File: src/rtl/uncached_data_bridge_if.sv
// uncached_data_bridge_if: request/response channel shared by the CPU side and the uncached bus side
interface uncached_data_bridge_if;
  logic req;
  logic wr;
  logic [1:0] size;
  logic [31:0] addr;
  logic [3:0] wstrb;
  logic [31:0] wdata;
  logic addr_ok;
  logic data_ok;
  logic [31:0] rdata;
  logic err;
  modport master(output req, wr, size, addr, wstrb, wdata, input addr_ok, data_ok, rdata, err);
  modport slave(input req, wr, size, addr, wstrb, wdata, output addr_ok, data_ok, rdata, err);
endinterface

File: src/rtl/uncached_data_bridge.sv
// uncached_data_bridge: queues CPU data requests in order and issues them one at a time to the uncached bus
module uncached_data_bridge #(
  parameter int DEPTH = 2
) (
  input logic clk,
  input logic rst,
  input logic flush,
  uncached_data_bridge_if.slave data,
  uncached_data_bridge_if.master bus
);
  localparam int AW = $clog2(DEPTH);
  typedef struct packed {
    logic wr;
    logic [1:0] size;
    logic [31:0] addr;
    logic [3:0] wstrb;
    logic [31:0] wdata;
  } reqT;
  typedef enum logic [1:0] {IDLE, REQ, WAIT} stateT;
  stateT state, nextState;
  reqT fifo [DEPTH];
  reqT issue;
  logic [AW-1:0] wrPtr, rdPtr;
  logic [AW:0] count;
  logic drop, full, empty, push, pop, respond, dataOk, dataErr;
  logic [31:0] dataRdata;
  assign full = count == (AW+1)'(DEPTH);
  assign empty = count == '0;
  assign data.addr_ok = !full && !flush && !rst;
  assign push = data.req && data.addr_ok;
  assign pop = state == IDLE && !empty && !flush;
  // A flush landing with the bus response kills that response too
  assign respond = state == WAIT && bus.data_ok && !drop && !flush;
  always_comb begin
    nextState = state;
    nextState = (state == IDLE && pop) ? REQ :
                (state == REQ && bus.addr_ok) ? WAIT :
                (state == WAIT && bus.data_ok) ? IDLE : state;
  end
  always_ff @(posedge clk) begin
    if (rst) state <= IDLE;
    else state <= nextState;
  end
  always_ff @(posedge clk) begin
    if (push) fifo[wrPtr] <= {data.wr, data.size, data.addr, data.wstrb, data.wdata};
  end
  always_ff @(posedge clk) begin
    if (rst || flush) begin
      wrPtr <= '0;
      rdPtr <= '0;
      count <= '0;
    end else begin
      if (push) wrPtr <= wrPtr + AW'(1);
      if (pop) rdPtr <= rdPtr + AW'(1);
      count <= count + (AW+1)'(push) - (AW+1)'(pop);
    end
  end
  always_ff @(posedge clk) begin
    if (rst) issue <= '0;
    else if (pop) issue <= fifo[rdPtr];
  end
  // The issued request is never withdrawn; drop swallows its response instead
  always_ff @(posedge clk) begin
    if (rst) drop <= 1'b0;
    else if (state == WAIT && bus.data_ok) drop <= 1'b0;
    else if (flush && state != IDLE) drop <= 1'b1;
  end
  always_ff @(posedge clk) begin
    if (rst) begin
      dataOk <= 1'b0;
      dataErr <= 1'b0;
      dataRdata <= '0;
    end else begin
      dataOk <= respond;
      dataErr <= respond && bus.err;
      if (respond && !issue.wr) dataRdata <= bus.rdata;
    end
  end
  assign data.data_ok = dataOk;
  assign data.err = dataErr;
  assign data.rdata = dataRdata;
  assign bus.req = state == REQ;
  assign bus.wr = issue.wr;
  assign bus.size = issue.size;
  assign bus.addr = issue.addr;
  assign bus.wstrb = issue.wstrb;
  assign bus.wdata = issue.wdata;
endmodule

File: src/flat_wrapper.sv
// flat-port wrapper written by rule: the top's interface ports become plain ports
module uncached_data_bridge_flat 
#(
  parameter int DEPTH = 2
)
  (clk, rst, flush, data_req, data_wr, data_size, data_addr, data_wstrb, data_wdata, data_addr_ok, data_data_ok, data_rdata, data_err, bus_req, bus_wr, bus_size, bus_addr, bus_wstrb, bus_wdata, bus_addr_ok, bus_data_ok, bus_rdata, bus_err);
  uncached_data_bridge_if data_i ();
  uncached_data_bridge_if bus_i ();
  input logic clk;
  input logic rst;
  input logic flush;
  input wire logic [$bits(data_i.req)-1:0] data_req;
  input wire logic [$bits(data_i.wr)-1:0] data_wr;
  input wire logic [$bits(data_i.size)-1:0] data_size;
  input wire logic [$bits(data_i.addr)-1:0] data_addr;
  input wire logic [$bits(data_i.wstrb)-1:0] data_wstrb;
  input wire logic [$bits(data_i.wdata)-1:0] data_wdata;
  output wire logic [$bits(data_i.addr_ok)-1:0] data_addr_ok;
  output wire logic [$bits(data_i.data_ok)-1:0] data_data_ok;
  output wire logic [$bits(data_i.rdata)-1:0] data_rdata;
  output wire logic [$bits(data_i.err)-1:0] data_err;
  output wire logic [$bits(bus_i.req)-1:0] bus_req;
  output wire logic [$bits(bus_i.wr)-1:0] bus_wr;
  output wire logic [$bits(bus_i.size)-1:0] bus_size;
  output wire logic [$bits(bus_i.addr)-1:0] bus_addr;
  output wire logic [$bits(bus_i.wstrb)-1:0] bus_wstrb;
  output wire logic [$bits(bus_i.wdata)-1:0] bus_wdata;
  input wire logic [$bits(bus_i.addr_ok)-1:0] bus_addr_ok;
  input wire logic [$bits(bus_i.data_ok)-1:0] bus_data_ok;
  input wire logic [$bits(bus_i.rdata)-1:0] bus_rdata;
  input wire logic [$bits(bus_i.err)-1:0] bus_err;
  assign data_i.req = data_req;
  assign data_i.wr = data_wr;
  assign data_i.size = data_size;
  assign data_i.addr = data_addr;
  assign data_i.wstrb = data_wstrb;
  assign data_i.wdata = data_wdata;
  assign data_addr_ok = data_i.addr_ok;
  assign data_data_ok = data_i.data_ok;
  assign data_rdata = data_i.rdata;
  assign data_err = data_i.err;
  assign bus_req = bus_i.req;
  assign bus_wr = bus_i.wr;
  assign bus_size = bus_i.size;
  assign bus_addr = bus_i.addr;
  assign bus_wstrb = bus_i.wstrb;
  assign bus_wdata = bus_i.wdata;
  assign bus_i.addr_ok = bus_addr_ok;
  assign bus_i.data_ok = bus_data_ok;
  assign bus_i.rdata = bus_rdata;
  assign bus_i.err = bus_err;
  uncached_data_bridge #(.DEPTH(DEPTH)) u_core (.clk(clk), .rst(rst), .flush(flush), .data(data_i), .bus(bus_i));
endmodule
File: config.mk
export PLATFORM = sky130hd
export DESIGN_NAME = uncached_data_bridge_flat
export DESIGN_NICKNAME = d
export VERILOG_FILES = /design/src/rtl/uncached_data_bridge_if.sv /design/src/rtl/uncached_data_bridge.sv /design/src/flat_wrapper.sv
export SDC_FILE = /design/constraint.sdc
export NUM_CORES = 1
export LEC_CHECK = 0
export BUFFER_PORTS_ARGS = -buffer_cell sky130_fd_sc_hd__buf_4
export CAP_MARGIN = 5
export CORE_ASPECT_RATIO = 0.5
export CORE_UTILIZATION = 54
export CTS_CLUSTER_SIZE = 30
export DETAILED_ROUTE_END_ITERATION = 10
export MAX_ROUTING_LAYER = met4
export PLACE_DENSITY = 0.77
export SYNTH_ARGS = -nofsm -noshare
export SYNTH_HDL_FRONTEND = slang
export SYNTH_SLANG_ARGS = --single-unit
export TNS_END_PERCENT = 50
File: constraint.sdc
create_clock -name clk -period 6 [get_ports clk]
set_input_delay 0.3 -clock clk [delete_from_list [all_inputs] [get_ports clk]]
set_output_delay 0.3 -clock clk [all_outputs]
set_load 0.05 [all_outputs]
==> run metrics <==
I/O Buffers=approximately 220; CP endpoint kind=flop; Placed Area=around 11,000 sq um; Max-Cap Viols=0; vias=6,124; total die area=around 19,000 sq um; GRT Overall Usage=22.9%; CP max-delay cell=o21ba_4; period utilization=47.6%; initial antenna violation count=0; Avg Inst Size Synth=15.0 sq um; CP max FO=72; number of flops mapped to enable cells by yosys=142; Fillers=1,158; Sw Share=21.8%; M3 GR Usage=4.59%; leak pwr=about 4.5 nW; Starting Density=55.8%; grt met2 use=38.2%; Initial DRT Pass Iterations=4; via-per-instance ratio=5.23; hpwl dp=~12,000 um; asr flop ratio synth=0%; buffer count from post-CTS setup fixing=0; # nets final=1,032; grt met1 use=29.2%; net count after synthesis=764; worst relative slew slack=23.6%; Final Hold Fails=0; worst endpoint data arrival time=3.19 ns; worst slew pin tran=roughly 1.1 ns; startpoint types=flop; Longest Clk Path Bufs=3; FMAX=350 MHz; final setup violation count=0; Clock transition at path regs=0.07 ns; Critical path buffers and inverters=2; n_diodes=0; H-tree depth=1; drt wl/cell=17.8 um; largest net degree at the start of global routing=82; vias in the first global route=6,429; CP max stage delay=0.94 ns; Synth Warn #=0; Final Instance Count excl. Fillers=1,170; register area share after synthesis=66.5%; GR peak layer=met2; DP Cell Count=1,059; fin crit period=2.86 ns; Reg power frac=~50%; Fin Setup TNS=0 ns; Design Area, Final=around 13,000 sq um; max-slew violation count=0; clock share of power=39.8%; area of the multi-input gates=2950 sq um; Critical Path RT=6.33 ns; critical path class=reg -> reg; Iter 0 DRT Violations=214; Sequential Area=6510 sq um; Die Wd=192 um; # rows=34; CTS Buf Count=22; drt drc=0; final wirelength=20,800 um; Placeable Area=17,500 sq um; first-pass GRT wire length=32,700 um; Synth area leaders=edfxtp_1 44%, dfxtp_1 23%, mux2i_1 11%; Internal=0.00288 W; # IOs=217; reg2reg setup slack=3.14 ns; Pwr Density=285 nW/um^2; Synth Cell Area=9780 sq um; Yosys cell types=34; RSZ-0062 raised after global routing=false; Comb pwr share=under 10%; final core occ=73.5%; HP Class=in -> reg; worst vdd ir=~0.2 mV; clk sinks=254; Worst Clk Skew=about 0.01 ns; Clock Latency Late Sink=0.49 ns; gpl congestion=0.770; Final ANT Viol Nets=0; CTS tree=done; area grow syn2layout=31.8%; CP delay by family, top=compound AO/OA/AOI/OAI gates; Die H=97.2 um; share of cells above drive strength 1=35.4%; outcome=completed; #FFs+latches synth=between 200 and 300; main flop type after synthesis=edfxtp_1; Synth top area share=43.6%; Post-Synthesis Cells=roughly 650; Root Buffer=clkbuf_16; area leader, netlist=edfxtp_1; worst path cell trace=o21ba_4, nand2_4, inv_4, buf_4, a211oi_2; grt ovf=0; Sw Pwr=around 0.00080 W
cell usage after synthesis (2+ instances only):
library cell  number
buf_8              3
clkbuf_1           9
buf_6              8
dfxtp_1          112
xnor2_1            2
nor2_1             4
mux2i_1          104
a211oi_1           2
ha_1               2
nand2b_1          66
and2_1             4
edfxtp_1         142
a21oi_1           73
inv_1              4
buf_2             26
o21ai_0            3
buf_4              3
a211oi_2          69
path summary, 6_finish.rpt:
kind,startpoint,endpoint,cells after the start
worst min-delay path,bus_rdata[22],u_core.data.rdata[22]$_SDFFE_PP0P_,3
worst min register to register,u_core.data.rdata[20]$_SDFFE_PP0P_,u_core.data.rdata[20]$_SDFFE_PP0P_,2
worst max register to register,u_core.state[1]$_SDFFE_PP0P_,u_core.bus.wdata[13]$_SDFFE_PP0P_,5
worst max-delay path,u_core.state[1]$_SDFFE_PP0P_,u_core.bus.wdata[13]$_SDFFE_PP0P_,5
power by group through the flow:
stage / clock, W / sequential [W] / combinational (W)
after floorplan: 0 / 0.00198 / 0.000118
after global placement: 0 / 0.00193 / 0.000277
after detailed placement: 0 / 0.00193 / 0.000283
after CTS: 0.00149 / 0.00189 / 0.000322
after global routing: 0.00156 / 0.00190 / 0.000341
final: 0.00147 / 0.00189 / 0.000321
tightest hold or removal path: cells and delay by family:
family	cells	cell delay (ns)
buffers and inverters	1	0.11
multiplexers	1	0.06
AND/OR/NAND/NOR	1	0.05
area by class of cell:
| class | count | area share (%) |
|---|---|---|
| multi-input combinational | 344 | 22.9 |
| sequential | 254 | 50.5 |
| clock inverter | 6 | 0.815 |
| tap | 234 | 2.27 |
| clock buffer | 34 | 4.94 |
| inverter | 5 | 0.165 |
| timing repair buffer | 293 | 18.4 |
state kept, by name (all words and copies together) (netlist names), 2 cells and up:
name               count
u_core.bus.wdata      32
u_core.bus.wstrb       4
u_core.fifo          142
u_core.count           2
u_core.data.rdata     32
u_core.bus.addr       32
u_core.state           2
u_core.bus.size        2
metrics by stage:
step | hold slack, ns | total power [W] | worst slack, ns
6_report | 0.0706 | 0.00368 | 3.14
5_1_grt | 0.0635 | 0.00380 | 2.92
4_1_cts | 0.0555 | 0.00371 | 3.10
3_5_place_dp | 0.464 | 0.00221 | 2.71
3_3_place_gp | 0.459 | 0.00221 | 2.78
2_1_floorplan | 0.399 | 0.00210 | 1.59
metal layers:
layer	share of wire, %	vias up
met2	50	164
li1	-	2957
met3	5.0	27
met5	0	-
met4	1.5	0
met1	44	2976
cells by family after synthesis:
| kind of cell | Yosys count | synth area share, % |
|---|---|---|
| compound gates | 151 | 13.2 |
| xor+xnor | 2 | 0.179 |
| fa+ha+maj | 2 | 0.256 |
| simple gates | 85 | 5.67 |
| flops | 254 | 66.5 |
| buf+inv | 54 | 3.51 |
| mux | 104 | 10.6 |
cells in the final DEF, fill, tap and decap left out, types with 2 or more instances in the layout:
cell type,instances
inv_1,4
mux2i_1,104
nand2b_1,66
xnor2_1,2
clkbuf_8,2
ha_1,2
clkbuf_1,9
and2_1,3
clkbuf_16,23
dlygate4sd3_1,71
edfxtp_1,142
dfxtp_1,111
bufinv_16,3
a21oi_1,73
clkinv_2,3
o21ai_0,3
nor2_1,4
a211oi_2,69
buf_4,222
a211oi_1,2
repair_timing:
item	CTS	global route
endpoints found under the hold margin	142	0
hold buffers	71	0
gates resized for setup	0	0
(Power assumes the default switching activity.)
